**config.mk**
```make
export PLATFORM = sky130hd
export DESIGN_NAME = board_io_ctrl
export DESIGN_NICKNAME = d
export VERILOG_FILES = /design/src/rtl/board_io_ctrl.sv
export SDC_FILE = /design/constraint.sdc
export NUM_CORES = 1
export LEC_CHECK = 0
export ABC_AREA = 1
export CAP_MARGIN = 20
export CORE_MARGIN = 4
export CORE_UTILIZATION = 65
export CTS_BUF_LIST = sky130_fd_sc_hd__clkbuf_4 sky130_fd_sc_hd__clkbuf_8
export CTS_CLUSTER_DIAMETER = 120
export DETAILED_ROUTE_END_ITERATION = 6
export DONT_BUFFER_PORTS = 1
export PLACE_DENSITY = 0.8
export SLEW_MARGIN = 25
export SYNTH_ARGS = -nofsm -noshare
export SYNTH_HDL_FRONTEND = slang
export SYNTH_SLANG_ARGS = --single-unit
```
**constraint.sdc**
```tcl
create_clock -name clk -period 2.6 [get_ports clk]
set_clock_uncertainty 0.1 [all_clocks]
set_input_delay 0.52 -clock clk [delete_from_list [all_inputs] [get_ports clk]]
set_output_delay 0.52 -clock clk [all_outputs]
set_load 0.02 [all_outputs]
```
**src/rtl/board_io_ctrl.sv**
```systemverilog
// Board I/O controller: debounced inputs with sticky edge capture and maskable irq,
// plus shadowed-duty PWM LED outputs, all behind a simple word-addressed register bus.
module board_io_ctrl #(
  parameter int NUM_IN          = 8,
  parameter int NUM_PWM         = 16,
  parameter int PWM_BITS        = 8,
  parameter int PWM_PRESCALE    = 256,
  parameter int DEBOUNCE_CYCLES = 100000
) (
  input  logic                clk,
  input  logic                resetn,
  input  logic [NUM_IN-1:0]   raw_in,
  input  logic                reg_we,
  input  logic                reg_re,
  input  logic [7:0]          reg_addr,
  input  logic [31:0]         reg_wdata,
  output logic [31:0]         reg_rdata,
  output logic                reg_rvalid,
  output logic                irq,
  output logic [NUM_PWM-1:0]  pwm_out
);

  localparam int DB_W = $clog2(DEBOUNCE_CYCLES);
  localparam int PS_W = (PWM_PRESCALE > 1) ? $clog2(PWM_PRESCALE) : 1;
  localparam logic [DB_W-1:0]     DB_LAST   = DB_W'(DEBOUNCE_CYCLES - 1);
  localparam logic [PS_W-1:0]     PS_LAST   = PS_W'(PWM_PRESCALE - 1);
  localparam logic [PWM_BITS-1:0] PCNT_LAST = ~PWM_BITS'(1);
  localparam logic [31:0]         CFG_WORD  = {8'h00, 8'(PWM_BITS), 8'(NUM_PWM), 8'(NUM_IN)};

  logic [NUM_IN-1:0]   sync_p0, sync_p1, stable, stable_nxt;
  logic [NUM_IN-1:0]   edge_q, edge_set, edge_clr, irq_en;
  logic [DB_W-1:0]     db_cnt [NUM_IN];
  logic [PWM_BITS-1:0] duty_sh [NUM_PWM];
  logic [PWM_BITS-1:0] duty_sh_nxt [NUM_PWM];
  logic [PWM_BITS-1:0] duty_act [NUM_PWM];
  logic [PS_W-1:0]     psc;
  logic [PWM_BITS-1:0] pcnt;
  logic                tick, pwm_wrap, wr_edge, wr_irq_en;
  logic [31:0]         rd_mux;
  logic                unused_wdata;

  assign unused_wdata = ^reg_wdata;
  assign wr_edge      = reg_we && (reg_addr == 8'h01);
  assign wr_irq_en    = reg_we && (reg_addr == 8'h02);
  assign edge_clr     = wr_edge ? reg_wdata[NUM_IN-1:0] : '0;
  assign edge_set     = stable ^ stable_nxt;
  assign tick         = (psc == PS_LAST);
  assign pwm_wrap     = tick && (pcnt == PCNT_LAST);

  // A channel accepts a new level only after DEBOUNCE_CYCLES consecutive mismatching samples.
  always_comb begin
    stable_nxt = stable;
    for (int i = 0; i < NUM_IN; i++) begin
      if ((sync_p1[i] != stable[i]) && (db_cnt[i] == DB_LAST)) stable_nxt[i] = sync_p1[i];
    end
  end

  // Write data is folded in here so a wrap in the same cycle picks up the new duty.
  always_comb begin
    for (int i = 0; i < NUM_PWM; i++) begin
      duty_sh_nxt[i] = duty_sh[i];
      if (reg_we && (reg_addr == 8'(16 + i))) duty_sh_nxt[i] = reg_wdata[PWM_BITS-1:0];
    end
  end

  always_comb begin
    rd_mux = '0;
    case (reg_addr)
      8'h00:   rd_mux[NUM_IN-1:0] = stable;
      8'h01:   rd_mux[NUM_IN-1:0] = edge_q;
      8'h02:   rd_mux[NUM_IN-1:0] = irq_en;
      8'h03:   rd_mux = CFG_WORD;
      default: rd_mux = '0;
    endcase
    for (int i = 0; i < NUM_PWM; i++) begin
      if (reg_addr == 8'(16 + i)) rd_mux[PWM_BITS-1:0] = duty_sh[i];
    end
  end

  // Stage p0/p1: synchroniser, then debounce and sticky edge capture (set beats clear).
  always_ff @(posedge clk or negedge resetn) begin
    if (!resetn) begin
      sync_p0 <= '0;
      sync_p1 <= '0;
      stable  <= '0;
      edge_q  <= '0;
      for (int i = 0; i < NUM_IN; i++) db_cnt[i] <= '0;
    end else begin
      sync_p0 <= raw_in;
      sync_p1 <= sync_p0;
      stable  <= stable_nxt;
      edge_q  <= (edge_q & ~edge_clr) | edge_set;
      for (int i = 0; i < NUM_IN; i++) begin
        if ((sync_p1[i] == stable[i]) || (db_cnt[i] == DB_LAST)) db_cnt[i] <= '0;
        else db_cnt[i] <= db_cnt[i] + 1'b1;
      end
    end
  end

  // Register bus: reads capture pre-write state, irq follows the registered edge flags.
  always_ff @(posedge clk or negedge resetn) begin
    if (!resetn) begin
      irq_en     <= '0;
      irq        <= 1'b0;
      reg_rdata  <= '0;
      reg_rvalid <= 1'b0;
    end else begin
      if (wr_irq_en) irq_en <= reg_wdata[NUM_IN-1:0];
      irq        <= |(edge_q & irq_en);
      reg_rvalid <= reg_re;
      reg_rdata  <= reg_re ? rd_mux : '0;
    end
  end

  // PWM: prescaled period counter, duty loaded from shadow only at the period wrap.
  always_ff @(posedge clk or negedge resetn) begin
    if (!resetn) begin
      psc     <= '0;
      pcnt    <= '0;
      pwm_out <= '0;
      for (int i = 0; i < NUM_PWM; i++) begin
        duty_sh[i]  <= '0;
        duty_act[i] <= '0;
      end
    end else begin
      psc <= tick ? '0 : psc + 1'b1;
      if (tick) pcnt <= pwm_wrap ? '0 : pcnt + 1'b1;
      for (int i = 0; i < NUM_PWM; i++) begin
        duty_sh[i] <= duty_sh_nxt[i];
        if (pwm_wrap) duty_act[i] <= duty_sh_nxt[i];
        pwm_out[i] <= (pcnt < duty_act[i]);
      end
    end
  end

endmodule
```
==> results.md, run 1 <==
- Final ANT Viol Nets: 0
- Via-to-Cell Ratio: 5.53
- Violated checks: hold timing, slew limit
- Initial antenna violation count: 1
- Wire per inst: 17.2 um
- Top-Level Pins: 102
- Sum Neg Setup Slack: 0 ns
- Sequence of cells on the critical path: ha_1 -> nand2_1 -> nor2_1 -> inv_1 -> nor3_1 -> nand3_1 -> nor2_1 -> nand4_1 -> nor2_1 -> inv_1 -> nor3_1 -> nor3_1
- DP Wirelength: 37300 um
- First-pass GRT wire length: 92300 um
- Area of the die: 0.0389 mm2
- Layout area overhead: 10.2%
- # hold bufs at CTS: 19
- Fmax: 424 MHz
- Worst Path Required: 2.98 ns
- GP Congestion: 0.921
- Status: complete, but fails checks
- Post-synthesis instance area: 0.0233 mm2
- Vias in the first global route: 18200
- Post-synth top area share: 51.1%
- WS Path Type: reg -> reg
- Bufs and invs on worst path: 2
- GR Overflow Total: 0
- Final Hold Slack: -0.503 ns
- H-tree depth: 3
- Pin count of the biggest net entering global routing: 476
- Row count: 69
- IO Port Bufs: 0
- Top_reg_cell synth: dfrtp_1
- Worst Max-Slew Pin Slew: 1.96 ns
- Synthesized area per cell: 8.51 um2
- All-Layer GR Usage: 29.9%
- Clock Sinks: 475
- Post-synth top cells: nand2_1, inv_1, dfrtp_1
- CTS Buf Count: 77
- Fin. max-slew vios: 198
- Final WS setup: 0.239 ns
- Drc violations: 0
- Die Ht: 197 um
- Seq cells post-synth: 475
- Number of max-cap violations: 0
- Clk buf depth: 3
- Filler instances: 2622
- Period minus WS final: 2.36 ns
- EDFF count, synth: 0
- Area leader, netlist: dfrtp_1
- CP startpoint kind: flop
- YS warnings: 0
- Die Width: 197 um
- Static Leak: 13.0 nW
- Final setup violation count: 0
- HP Class: in -> async
- Starting Density: 65.7%
- Initial DRC Count: 1314
- Fin. Hold Viols: 475
- Slew HR: -30.5%
- Period utilisation layout: 90.8%
- TritonCTS clock tree: done
- Fraction of registers with async set/reset: 100%
- Seq/Total Area, Yosys: 51.1%
- Synth Instances: 2732
- Final design utilization: 72.4%
- Total Power: 15.0 mW
- Top-count cell post-synth: nand2_1
- Post-Route WL: 57000 um
- Synth cell types: 45
- Pre-CTS setup slack: 0.125 ns
- Reg clk slew, reported paths: 0.06 ns
- DR vias: 18400
- Slowest stage delay, CP: 0.37 ns
- Worst VDD drop: 0.000457 V
- Crit-path leading delay family: simple AND/OR/NAND/NOR gates
- Drt first pass iters: 6
- P per Cell Area: 586 mW/mm2
- Clk Tree Root Cell: clkbuf_8
- Cell with the largest stage delay on the worst path: dfrtp_1
- Skew-Pair Late Insertion Delay: 0.63 ns
- Critical-path maximum fanout: 4
- Nets: 2969
- Core region area: 0.0354 mm2
- Crit path capture type: flop
- Synth top area cells: dfrtp_1, nand2_1, inv_1, ha_1, o21ai_0
- Share of cells above drive strength 1: 8.02%
- Arrival time worst endpoint: 2.74 ns
per-stage QoR:
step	instances	area (um2)
floorplan	2753	23300
global placement	3155	23700
detailed placement	3155	23700
CTS	3313	25600
global route	3317	25600
finish	3321	25600
area by class of cell:
| class | count | area [um2] | share of cell area [%] |
|---|---|---|---|
| Timing Repair Buffer | 52 | 475 | 1.86 |
| Inverter | 501 | 1880 | 7.35 |
| Clock inverter | 14 | 106 | 0.415 |
| Antenna cell | 6 | 15.0 | 0.0586 |
| Clock buffer | 125 | 1560 | 6.10 |
| Multi-Input combinational cell | 1687 | 9120 | 35.6 |
| Tap cell | 461 | 577 | 2.25 |
| Sequential cell | 475 | 11900 | 46.4 |
where the power goes:
part           internal [mW]  leakage, nW  switching (mW)
clock                   3.91        0.888            2.97
combinational          0.140         6.80           0.338
sequential              7.55         5.32           0.110
flip-flops by register name (all words and copies together), names as in the netlist, 9 cells and up:
register and count:
db_cnt 136, duty_act 128, duty_sh 128, pwm_out 16
reg_rdata 9
path summary, 6_finish.rpt:
path | cells past startpoint | endpoint | startpoint | slack (ns)
max | 12 | db_cnt[67]$_DFF_PN0_ | db_cnt[51]$_DFF_PN0_ | 0.24
min | 0 | pwm_out[10]$_DFF_PN0_ | resetn | -0.50
max reg2reg | 12 | db_cnt[67]$_DFF_PN0_ | db_cnt[51]$_DFF_PN0_ | 0.24
min reg2reg | 0 | sync_p1[5]$_DFF_PN0_ | sync_p0[5]$_DFF_PN0_ | 0.25
max in group asynchronous | 0 | duty_sh[55]$_DFF_PN0_ | resetn | 1.35
min in group clk | 2 | duty_sh[52]$_DFF_PN0_ | reg_wdata[4] | 0.03
timing repair:
item | 4_1_cts | 5_1_grt
gates resized for setup | 0 | 9
endpoints found under the hold margin | 577 | 475
setup buffers | 0 | 2
setup endpoints to repair | 0 | 5
placed cells by master (no fill, tap or decap), drive strengths merged, types with 19 or more instances in the layout:
cell           n
nor3b         51
dfrtp        475
o21ai        319
nand2        555
o211ai        19
a21oi        124
a21boi        19
dlygate4sd3   19
buf           33
inv          500
nor2         212
conb          22
nand4         41
clkbuf       125
nand3         41
nor4          25
ha           123
nor3          68
worst register-to-register path, delay by kind of cell, from the launching register on:
kind                       cells  cell delay (ns)
and+or+nand+nor                9             1.42
DFF                            1             0.37
adders and majority gates      1             0.17
buffers and inverters          2             0.15
kinds of logic (layout without fill, tap and decap cells):
| logic type | Yosys count | in the layout | synth area share, % |
|---|---|---|---|
| buf+inv | 591 | 692 | 10.1 |
| fa+ha+maj | 123 | 123 | 6.62 |
| other cells | 1 | 28 | 0.0161 |
| compound gates | 522 | 522 | 12.0 |
| simple gates | 994 | 994 | 19.0 |
| mux | 8 | 8 | 0.387 |
| flops | 475 | 475 | 51.1 |
| xor+xnor | 18 | 18 | 0.678 |
per-layer routing:
layer	GRT usage (%)	vias to the layer above	wire, um
met5	0	-	0
met4	14.8	0	3050
met3	5.66	184	3530
met2	49.8	553	27500
met1	38.0	8774	23000
li1	-	8855	-
(Power assumes the default switching activity.)
==> run 2, diff against run 1 <==
--- a/config.mk
+++ b/config.mk
@@ -7,6 +7,7 @@
 export LEC_CHECK = 0
 export ABC_AREA = 1
 export CAP_MARGIN = 20
+export CORE_ASPECT_RATIO = 0.7
 export CORE_MARGIN = 4
 export CORE_UTILIZATION = 65
 export CTS_BUF_LIST = sky130_fd_sc_hd__clkbuf_4 sky130_fd_sc_hd__clkbuf_8
==> results.md, run 2 (synthesis results as in run 1) <==
- Clock Sinks: 475
- Die Width: 234 um
- Fin. Hold Viols: 475
- Initial antenna violation count: 2
- Worst Max-Slew Pin Slew: 1.36 ns
- CP startpoint kind: flop
- Final Hold Slack: -0.503 ns
- Setup Fix Bufs, Post-CTS: 0
- Vias in the first global route: 17500
- Most common cell after layout, fill and taps aside: nand2_1
- Core region area: 0.0350 mm2
- Clk Tree Root Cell: clkbuf_8
- Biggest regs: db_cnt x136, duty_act x128, duty_sh x128
- HP Class: in -> async
- GR Util met1: 45.7%
- GR Overflow Total: 0
- Worst Setup EP: db_cnt[33]$_DFF_PN0_
- First-pass GRT wire length: 92100 um
- Final design utilization: 72.8%
- Worst VDD drop: 0.000390 V
- Reg2reg setup slack: 0.27 ns
- Worst r2r path cells: 16
- Initial DRC Count: 2038
- Starting Density: 66.4%
- All-Layer GR Usage: 29.8%
- DR vias: 18400
- Number of max-cap violations: 0
- End of the worst register-to-register path: db_cnt[33]$_DFF_PN0_
- WS Path Type: reg -> reg
- Die Ht: 166 um
- Most frequent cells in the layout: nand2_1, inv_1, dfrtp_1
- Static Leak: 12.9 nW
- Crit path capture type: flop
- Row count: 57
- GRT busiest layer: met1
- Fmax: 429 MHz
- Clk buf depth: 3
- # hold bufs at CTS: 17
- H-tree depth: 3
- Crit path launch: db_cnt[17]$_DFF_PN0_
- Worst Path Required: 2.99 ns
- Final ANT Viol Nets: 0
- Layout area overhead: 9.64%
- Drt first pass iters: 5
- R2R Path Start: db_cnt[17]$_DFF_PN0_
- Area after DPL: 0.0237 mm2
- Cells after DPL: 3163
- Arrival time worst endpoint: 2.72 ns
- Share of cells above drive strength 1: 7.51%
- GR Util met2: 41.8%
- Via-to-Cell Ratio: 5.56
- Violated checks: hold timing
- Post-Route WL: 57300 um
- Top-Level Pins: 102
- Pin count of the biggest net entering global routing: 476
- IO Port Bufs: 0
- Nets: 2959
- Reg clk slew, reported paths: 0.06 ns
- Period utilisation layout: 89.6%
- Final setup violation count: 0
- Slew HR: 9.25%
- Period minus WS final: 2.33 ns
- GP Congestion: 0.943
- Max reg flops: 136
- Design area: 0.0255 mm2
- DP Wirelength: 37500 um
- Layout Cells excl Fill: 3310
- RSZ-0062 raised after global routing: false
- Skew-Pair Late Insertion Delay: 0.64 ns
- M3 GR Usage: 8.61%
- Critical-path maximum fanout: 3
- P per Cell Area: 579 mW/mm2
- TritonCTS clock tree: done
- Status: complete, but fails checks
- Drc violations: 0
- CTS Buf Count: 74
- Sum Neg Setup Slack: 0 ns
- Biggest register: db_cnt
- Wire per inst: 17.3 um
- Area of the die: 0.0389 mm2
- Fin. max-slew vios: 0
[run 2: cell count changes in the layout (fill, tap and decap cells not counted), sizes merged]
cell,delta
clkinv,-2
clkbuf,-5
bufinv,-1
buf,-5
dlygate4sd3,-2
diode,-4
clkinvlp,-3
[run 2: layout make-up]
type	instances	area, um2
fillers	2583	9520
inverters	501	1880
multi-input cells	1687	9120
clock inverters	8	47.5
flip-flops and latches	475	11900
diodes	2	5.00
clock buffers	120	1520
repair buffers	45	443
well taps	472	591
[run 2: how the worst min path moves through the flow]
stage	to
final	db_cnt[117]$_DFF_PN0_
after floorplan	db_cnt[0]$_DFF_PN0_
after CTS	db_cnt[18]$_DFF_PN0_
after global placement	db_cnt[113]$_DFF_PN0_
after global routing	db_cnt[105]$_DFF_PN0_
after detailed placement	db_cnt[111]$_DFF_PN0_
[run 2: routing by layer]
layer  wire, um  part of all wire [%]
met1      26100                    46
met2      24000                    42
met3       5800                    10
met4       1350                   2.4
met5          0                     0
[run 2: what timing repair did]
item | 4_1_cts | 5_1_grt
setup endpoints to repair | 0 | 4
hold endpoints to repair | 583 | 475
resized for setup | 0 | 7
[run 2: per-stage QoR]
step,setup slack (ns),total power [mW]
after global placement,0.196,8.18
after detailed placement,0.145,8.21
after CTS,0.255,14.8
final,0.270,14.8
after global routing,0.00108,15.3
after floorplan,0.495,8.10
[run 2: report_power, final]
| part | switching, mW | total, mW | internal [mW] |
|---|---|---|---|
| registers | 0.125 | 7.68 | 7.55 |
| logic | 0.347 | 0.485 | 0.138 |
| clock network | 2.91 | 6.60 | 3.69 |
| total | 3.38 | 14.8 | 11.4 |
[run 2: critical path: stages, from the launching register on]
cell and delay [ns]:
dfrtp_1 0.37, ha_1 0.18, nand2_1 0.08, nor2_1 0.09
inv_1 0.07, nor2_1 0.13, nand2_1 0.07, inv_1 0.06
nand2_1 0.06, nor2_1 0.13, nand2_1 0.11, nor2_2 0.14
nand4_1 0.15, nor2_1 0.16, inv_1 0.07, nor3_1 0.13
nor3_1 0.06
